==> src/rtl/sipo_pkg.sv <==
// Shared types and defaults for the LSB-first serial link receiver.
package sipo_pkg;

    typedef enum logic {
        IDLE  = 1'b0,
        SHIFT = 1'b1
    } state_t;

    localparam int DEF_WIDTH = 4;

endpackage

==> src/rtl/sipo_hold_reg.sv <==
// One-entry valid/ready holding register; flags a word that arrives while full and not draining.
module sipo_hold_reg #(
    parameter int WIDTH = 4
) (
    input  logic             clk,
    input  logic             reset_n,
    input  logic             in_valid,
    input  logic [WIDTH-1:0] in_data,
    input  logic             out_ready,
    output logic [WIDTH-1:0] out_data,
    output logic             out_valid,
    output logic             drop
);

    logic can_load;

    assign can_load = !out_valid || out_ready;
    assign drop     = in_valid && !can_load;

    always_ff @(posedge clk or negedge reset_n) begin
        if (!reset_n) begin
            out_data  <= '0;
            out_valid <= 1'b0;
        end else if (in_valid && can_load) begin
            out_data  <= in_data;
            out_valid <= 1'b1;
        end else if (out_valid && out_ready) begin
            out_valid <= 1'b0;
        end
    end

endmodule

==> src/rtl/sipo_deserializer.sv <==
// Serial-to-parallel receiver: assembles LSB-first bits into words and hands them
// to a one-entry holding register, tracking overrun and framing errors.
module sipo_deserializer
    import sipo_pkg::*;
#(
    parameter  int WIDTH = DEF_WIDTH,
    localparam int CNT_W = $clog2(WIDTH)
) (
    input  logic             clk,
    input  logic             reset_n,
    input  logic             serial_in,
    input  logic             bit_valid,
    input  logic             frame_start,
    input  logic             out_ready,
    input  logic             err_clr,
    output logic [WIDTH-1:0] parallel_out,
    output logic             out_valid,
    output logic             busy,
    output logic             overrun,
    output logic             frame_err
);

    localparam logic [CNT_W-1:0] CNT_LAST = CNT_W'(WIDTH - 1);
    localparam logic [CNT_W-1:0] CNT_ONE  = CNT_W'(1);

    state_t           state, state_nxt;
    // Only the upper WIDTH-1 bits of the shifter are kept; bit 0 would be shifted
    // out before it could ever contribute to a word.
    logic [WIDTH-2:0] shift_reg, shift_nxt;
    logic [CNT_W-1:0] bit_cnt, cnt_nxt;
    logic [WIDTH-1:0] word;
    logic             word_done;
    logic             ferr_evt;
    logic             drop;

    always_comb begin
        state_nxt = state;
        shift_nxt = shift_reg;
        cnt_nxt   = bit_cnt;
        word_done = 1'b0;
        ferr_evt  = 1'b0;
        word      = {serial_in, shift_reg};

        if (bit_valid) begin
            if (frame_start) begin
                // Any frame_start restarts at bit 0; only a partial word is an error.
                ferr_evt             = (state == SHIFT) && (bit_cnt != '0);
                shift_nxt            = '0;
                shift_nxt[WIDTH-2]   = serial_in;
                cnt_nxt              = CNT_ONE;
                state_nxt            = SHIFT;
            end else if (state == SHIFT) begin
                shift_nxt = word[WIDTH-1:1];
                if (bit_cnt == CNT_LAST) begin
                    cnt_nxt   = '0;
                    word_done = 1'b1;
                end else begin
                    cnt_nxt = bit_cnt + CNT_ONE;
                end
            end
        end
    end

    always_ff @(posedge clk or negedge reset_n) begin
        if (!reset_n) begin
            state     <= IDLE;
            shift_reg <= '0;
            bit_cnt   <= '0;
        end else begin
            state     <= state_nxt;
            shift_reg <= shift_nxt;
            bit_cnt   <= cnt_nxt;
        end
    end

    // Sticky flags: a new event on the clearing edge wins over err_clr.
    always_ff @(posedge clk or negedge reset_n) begin
        if (!reset_n) begin
            overrun   <= 1'b0;
            frame_err <= 1'b0;
        end else begin
            overrun   <= (overrun && !err_clr) || drop;
            frame_err <= (frame_err && !err_clr) || ferr_evt;
        end
    end

    assign busy = (state == SHIFT) && (bit_cnt != '0);

    sipo_hold_reg #(
        .WIDTH(WIDTH)
    ) u_hold (
        .clk      (clk),
        .reset_n  (reset_n),
        .in_valid (word_done),
        .in_data  (word),
        .out_ready(out_ready),
        .out_data (parallel_out),
        .out_valid(out_valid),
        .drop     (drop)
    );

endmodule

==> config.mk <==
export PLATFORM = sky130hd
export DESIGN_NAME = sipo_deserializer
export DESIGN_NICKNAME = d
export VERILOG_FILES = /design/src/rtl/sipo_pkg.sv /design/src/rtl/sipo_hold_reg.sv /design/src/rtl/sipo_deserializer.sv
export SDC_FILE = /design/constraint.sdc
export NUM_CORES = 1
export LEC_CHECK = 0
export ABC_AREA = 1
export ABC_CLOCK_PERIOD_IN_PS = 3050
export BUFFER_PORTS_ARGS = -buffer_cell sky130_fd_sc_hd__buf_4
export CAP_MARGIN = 0
export CORE_MARGIN = 2
export CORE_UTILIZATION = 41
export CTS_BUF_LIST = sky130_fd_sc_hd__clkbuf_8
export DETAILED_ROUTE_END_ITERATION = 8
export PLACE_DENSITY_LB_ADDON = 0.3
export SLEW_MARGIN = 40
export SYNTH_ARGS = -nofsm -noshare
export SYNTH_HDL_FRONTEND = slang
export SYNTH_SLANG_ARGS = --single-unit
==> constraint.sdc <==
create_clock -name clk -period 3.05 [get_ports clk]
set_input_delay 0.915 -clock clk [delete_from_list [all_inputs] [get_ports clk]]
set_output_delay 0.915 -clock clk [all_outputs]
set_load 0.005 [all_outputs]
# --- Yosys cells after proc, flatten, opt, wreduce, memory -nomap -nowiden ---
# Index checks and enable logic that the tools add are counted.
word_totals:
  reg_bits: 13
  word_cells: 39
  output_inout_bits: 8
  input_bits: 7
op_classes:
  n_mux: 13
  n_eq_ne: 1
  reduce_logical: 17
  add_sub_neg: 1
op_table:
  columns: ["op", "n"]
  rows:
  - ["two-way mux 1 bit", 8]
  - ["logical AND 1 bit", 6]
  - ["two-way mux 2 bit", 3]
  - ["two-way mux 3 bit", 2]
  - ["nonzero test 2 bit", 3]
  - ["AND reduction 2 bit", 2]
  - ["logical NOT 1 bit", 3]
  - ["logical OR 1 bit", 3]
  - ["adder 2 x 1 -> 2 bit, second input constant", 1]
  - ["equality test 2 bit, second input constant", 1]

# --- Depth between registers and ports, before layout ---
depth:
  ltp_word: 7
  ltp_mapped: 6
  depth_no_buf: 6

# --- Hierarchy ---
# A second synthesis with hierarchy kept.
unflattened:
  cells_unflattened: 66
  hier_area_um2: 589.3
by_module_without_submodules:
  columns: ["module", "cells_each", "area_each_um2", "instances"]
  rows:
  - ["sipo_deserializer", 43, 386.6, 1]
  - ["sipo_hold_reg", 23, 202.7, 1]

# --- Least setup slack after synthesis ---
# No wires, ideal clock.
synth_timing:
  path_kind: "reg-to-output"
  startpoint: "register bit_cnt[0]"
  endpoint: "output port busy"
  path_stages_with_launch: 6
  arrival_ns: 0.748
  n_path_buf: 0
  setup_slack_ns: 1.387
  path_cell_list: "dfrtp_1 > inv_1 > ha_1 > inv_1 > nand2_1 > inv_1"
synth_via:
  elab_chain_len: 2
synth_rtl:
  columns: ["item", "line", "text"]
  rows:
  - ["start, declared", "sipo_deserializer.sv:30", "logic [CNT_W-1:0] bit_cnt, cnt_nxt;"]
  - ["start signal, assigned", "sipo_deserializer.sv:72", "bit_cnt <= cnt_nxt;"]
  - ["nonzero test 2 bit", "sipo_deserializer.sv:87", "assign busy = (state == SHIFT) && (bit_cnt != '0);"]
  - ["logical AND 1 bit", "sipo_deserializer.sv:87", null]
  - ["end, declared", "sipo_deserializer.sv:18", "output logic busy,"]
# No other way between the ends.

# --- Worst setup path after layout ---
# Ends and elaborated chain as after synthesis.

==> results.yml <==
yosys:
  synth_top_area_cell: "dfrtp_1"
  synth_commonest_cells: "22 x nand2_1, 13 x dfrtp_1, 10 x inv_1"
  synth.most_common_cell: "nand2_1"
  synth.ff_latch_count: 13
  ys_seq_area_share_pct: 53.6
  synthesis.area_um2: 607
  synth_edf_count: 0
  synth.avg_cell_area_um2: 8.92
  yosysUniqueCellTypes: 16
  ys_dominant_reg_cell: "dfrtp_1"
  syn_nets: 77
  async_reset_ff_share_pct: 100
  yosys-top-cells-area: "dfrtp_1 54%, nand2_1 14%, inv_1 6.2%, nand3_1 5.8%, ha_1 4.1%"
  netlist.area_leader.share_pct: 53.6
  synth_warnings: 0
  synth_cells: 68
pwr:
  leakage_nw: 0.429
  ir_drop_v: 0.000315
  p_per_area_nw_per_um2: 583
cells_and_area:
  largest_reg_flops: 4
  syn_to_final_growth_pct: 27.8
  diodes: 0
  fin_nets: 96
  nFillCells: 137
  drive_gt1_share_pct: 30.2
  design_area_um2: 776
timing:
  rsz0062_at_grt: "no"
  fin_tns_setup_ns: 0
  worst_pin_slew_ns: 0.246
  fmaxAchievable_mhz: 486
  timing.final.crit_period_ns: 2.06
  report.final.slew_viol_count: 0
  skew_ns: 0.000371
  fin_crit_sh_pct: 67.5
  setup_viol: 0
  relSlewSlack_pct: 83.5
  hold_violations: 0
worst_setup_path:
  cp-start-kind: "flop"
  crit_arrival_ns: 1.14
  end_kind: "primary output"
  crit_fanout: 3
  required_ns: 2.13
  worstSetupPathType: "flop to primary output"
clock_network:
  clk_latency_ns: 0.24
  clockRootBuffer: "clkbuf_8"
  post_cts_buffers: 0
  path_clk_slew_ns: 0.05
  cts_tree: "done"
  ctsResizeCount: 0
  cts_buffers: 3
  h-tree-depth: 1
  cts_buffer_depth: 2
  clock-sinks: 13
  cts_hold_buffers: 0
grt:
  grt_pass1_vias: 516
  globalRouteTotalUtil_pct: 16.5
  antenna_found_initial: 0
  grt-ovfl-total: 0
  grt_max_degree: 14
  grt_pass1_wl_mm: 2.17
floorplanning:
  dieArea_um2: 1800
  dieHeight_um: 42.5
  io_pins: 15
  row_count: 13
  coreArea_um2: 1330
  die_w_um: 42.5
  start_util_pct: 45.5
routing:
  drt_first_pass_iters: 4
  ant_nets: 0
  num_vias: 486
  drc: 0
  wl_per_cell_um: 12.2
  via_per_inst: 4.81
  wl_mm: 1.23
  drt_iter0_markers: 6
min_path:
  hold_class: "flop to flop"
placement:
  hpwl_um: 893
  place_area_um2: 731
  gp_congestion: 0.725
  io_buffers: 14
status:
  outcome: "complete, no violations"
run:
  max-cap-violations: 0
[worst paths after layout]
path	slack [ns]	startpoint	depth (start not counted)	endpoint
max	0.99	bit_cnt[0]	6	busy
min	0.47	u_hold.out_data[2]	2	u_hold.out_data[2]
max reg2reg	1.89	bit_cnt[0]	6	u_hold.out_data[0]
min reg2reg	0.47	u_hold.out_data[2]	2	u_hold.out_data[2]
max in group asynchronous	2.38	reset_n	1	bit_cnt[1]
min in group asynchronous	0.50	reset_n	1	frame_err
[metrics by stage]
stage	hold WS (ns)	util (%)	instances	worst slack [ns]	total power, W
finish	0.469	58.2	101	0.990	0.000452
global placement	0.459	54.8	97	1.28	0.000302
global route	0.515	58.2	101	0.908	0.000480
floorplan	0.465	-	68	1.39	0.000254
detailed placement	0.460	54.8	97	1.25	0.000305
CTS	0.473	58.2	101	0.987	0.000458
[metal layers]
metal	routed length [µm]	GRT usage (%)	share of wire, %	vias to the layer above
met1	510	18.9	41	219
li1	-	-	-	244
met3	76	5.60	6.2	6
met4	39	9.38	3.2	0
met2	608	26.5	49	17
met5	0	0	0	-
[report_power, final]
part	internal, W	total (W)	leakage (nW)	switching, W
Combinational	0.0000456	0.0000897	0.238	0.0000441
Sequential	0.000197	0.000211	0.164	0.0000141
Clock	0.0000890	0.000151	0.0269	0.0000624
[layout make-up]
| class | instances | area [µm²] | area share, % |
|---|---|---|---|
| Clock buffer | 3 | 41.3 | 5.32 |
| Clock inverter | 1 | 3.75 | 0.484 |
| Inverter | 11 | 41.3 | 5.32 |
| Multi-Input combinational cell | 44 | 240 | 31.0 |
| Sequential cell | 13 | 325 | 41.9 |
| Tap cell | 15 | 18.8 | 2.42 |
| Timing Repair Buffer | 14 | 105 | 13.5 |
[layout by cell type, fill, tap and decap left out, drive strengths merged]
cell type / count
a21oi: 1
buf: 14
clkbuf: 3
dfrtp: 13
ha: 2
inv: 12
nand2: 25
nand3: 8
nor2: 5
o21ai: 1
o21bai: 1
o22ai: 1
[logic make-up after synthesis]
kind of cell | share of synthesized area (%)
simple gates | 30.9
buf+inv | 6.80
fa+ha+maj | 4.12
compound gates | 4.54
flops | 53.6
[worst max-delay path, stage by stage, from the launching register on]
cell and delay, ns:
dfrtp_1 0.39, inv_1 0.07, ha_1 0.19, inv_1 0.05
nand2_1 0.05, inv_1 0.05, buf_4 0.10
No activity file was read; power rests on OpenSTA's default activity.
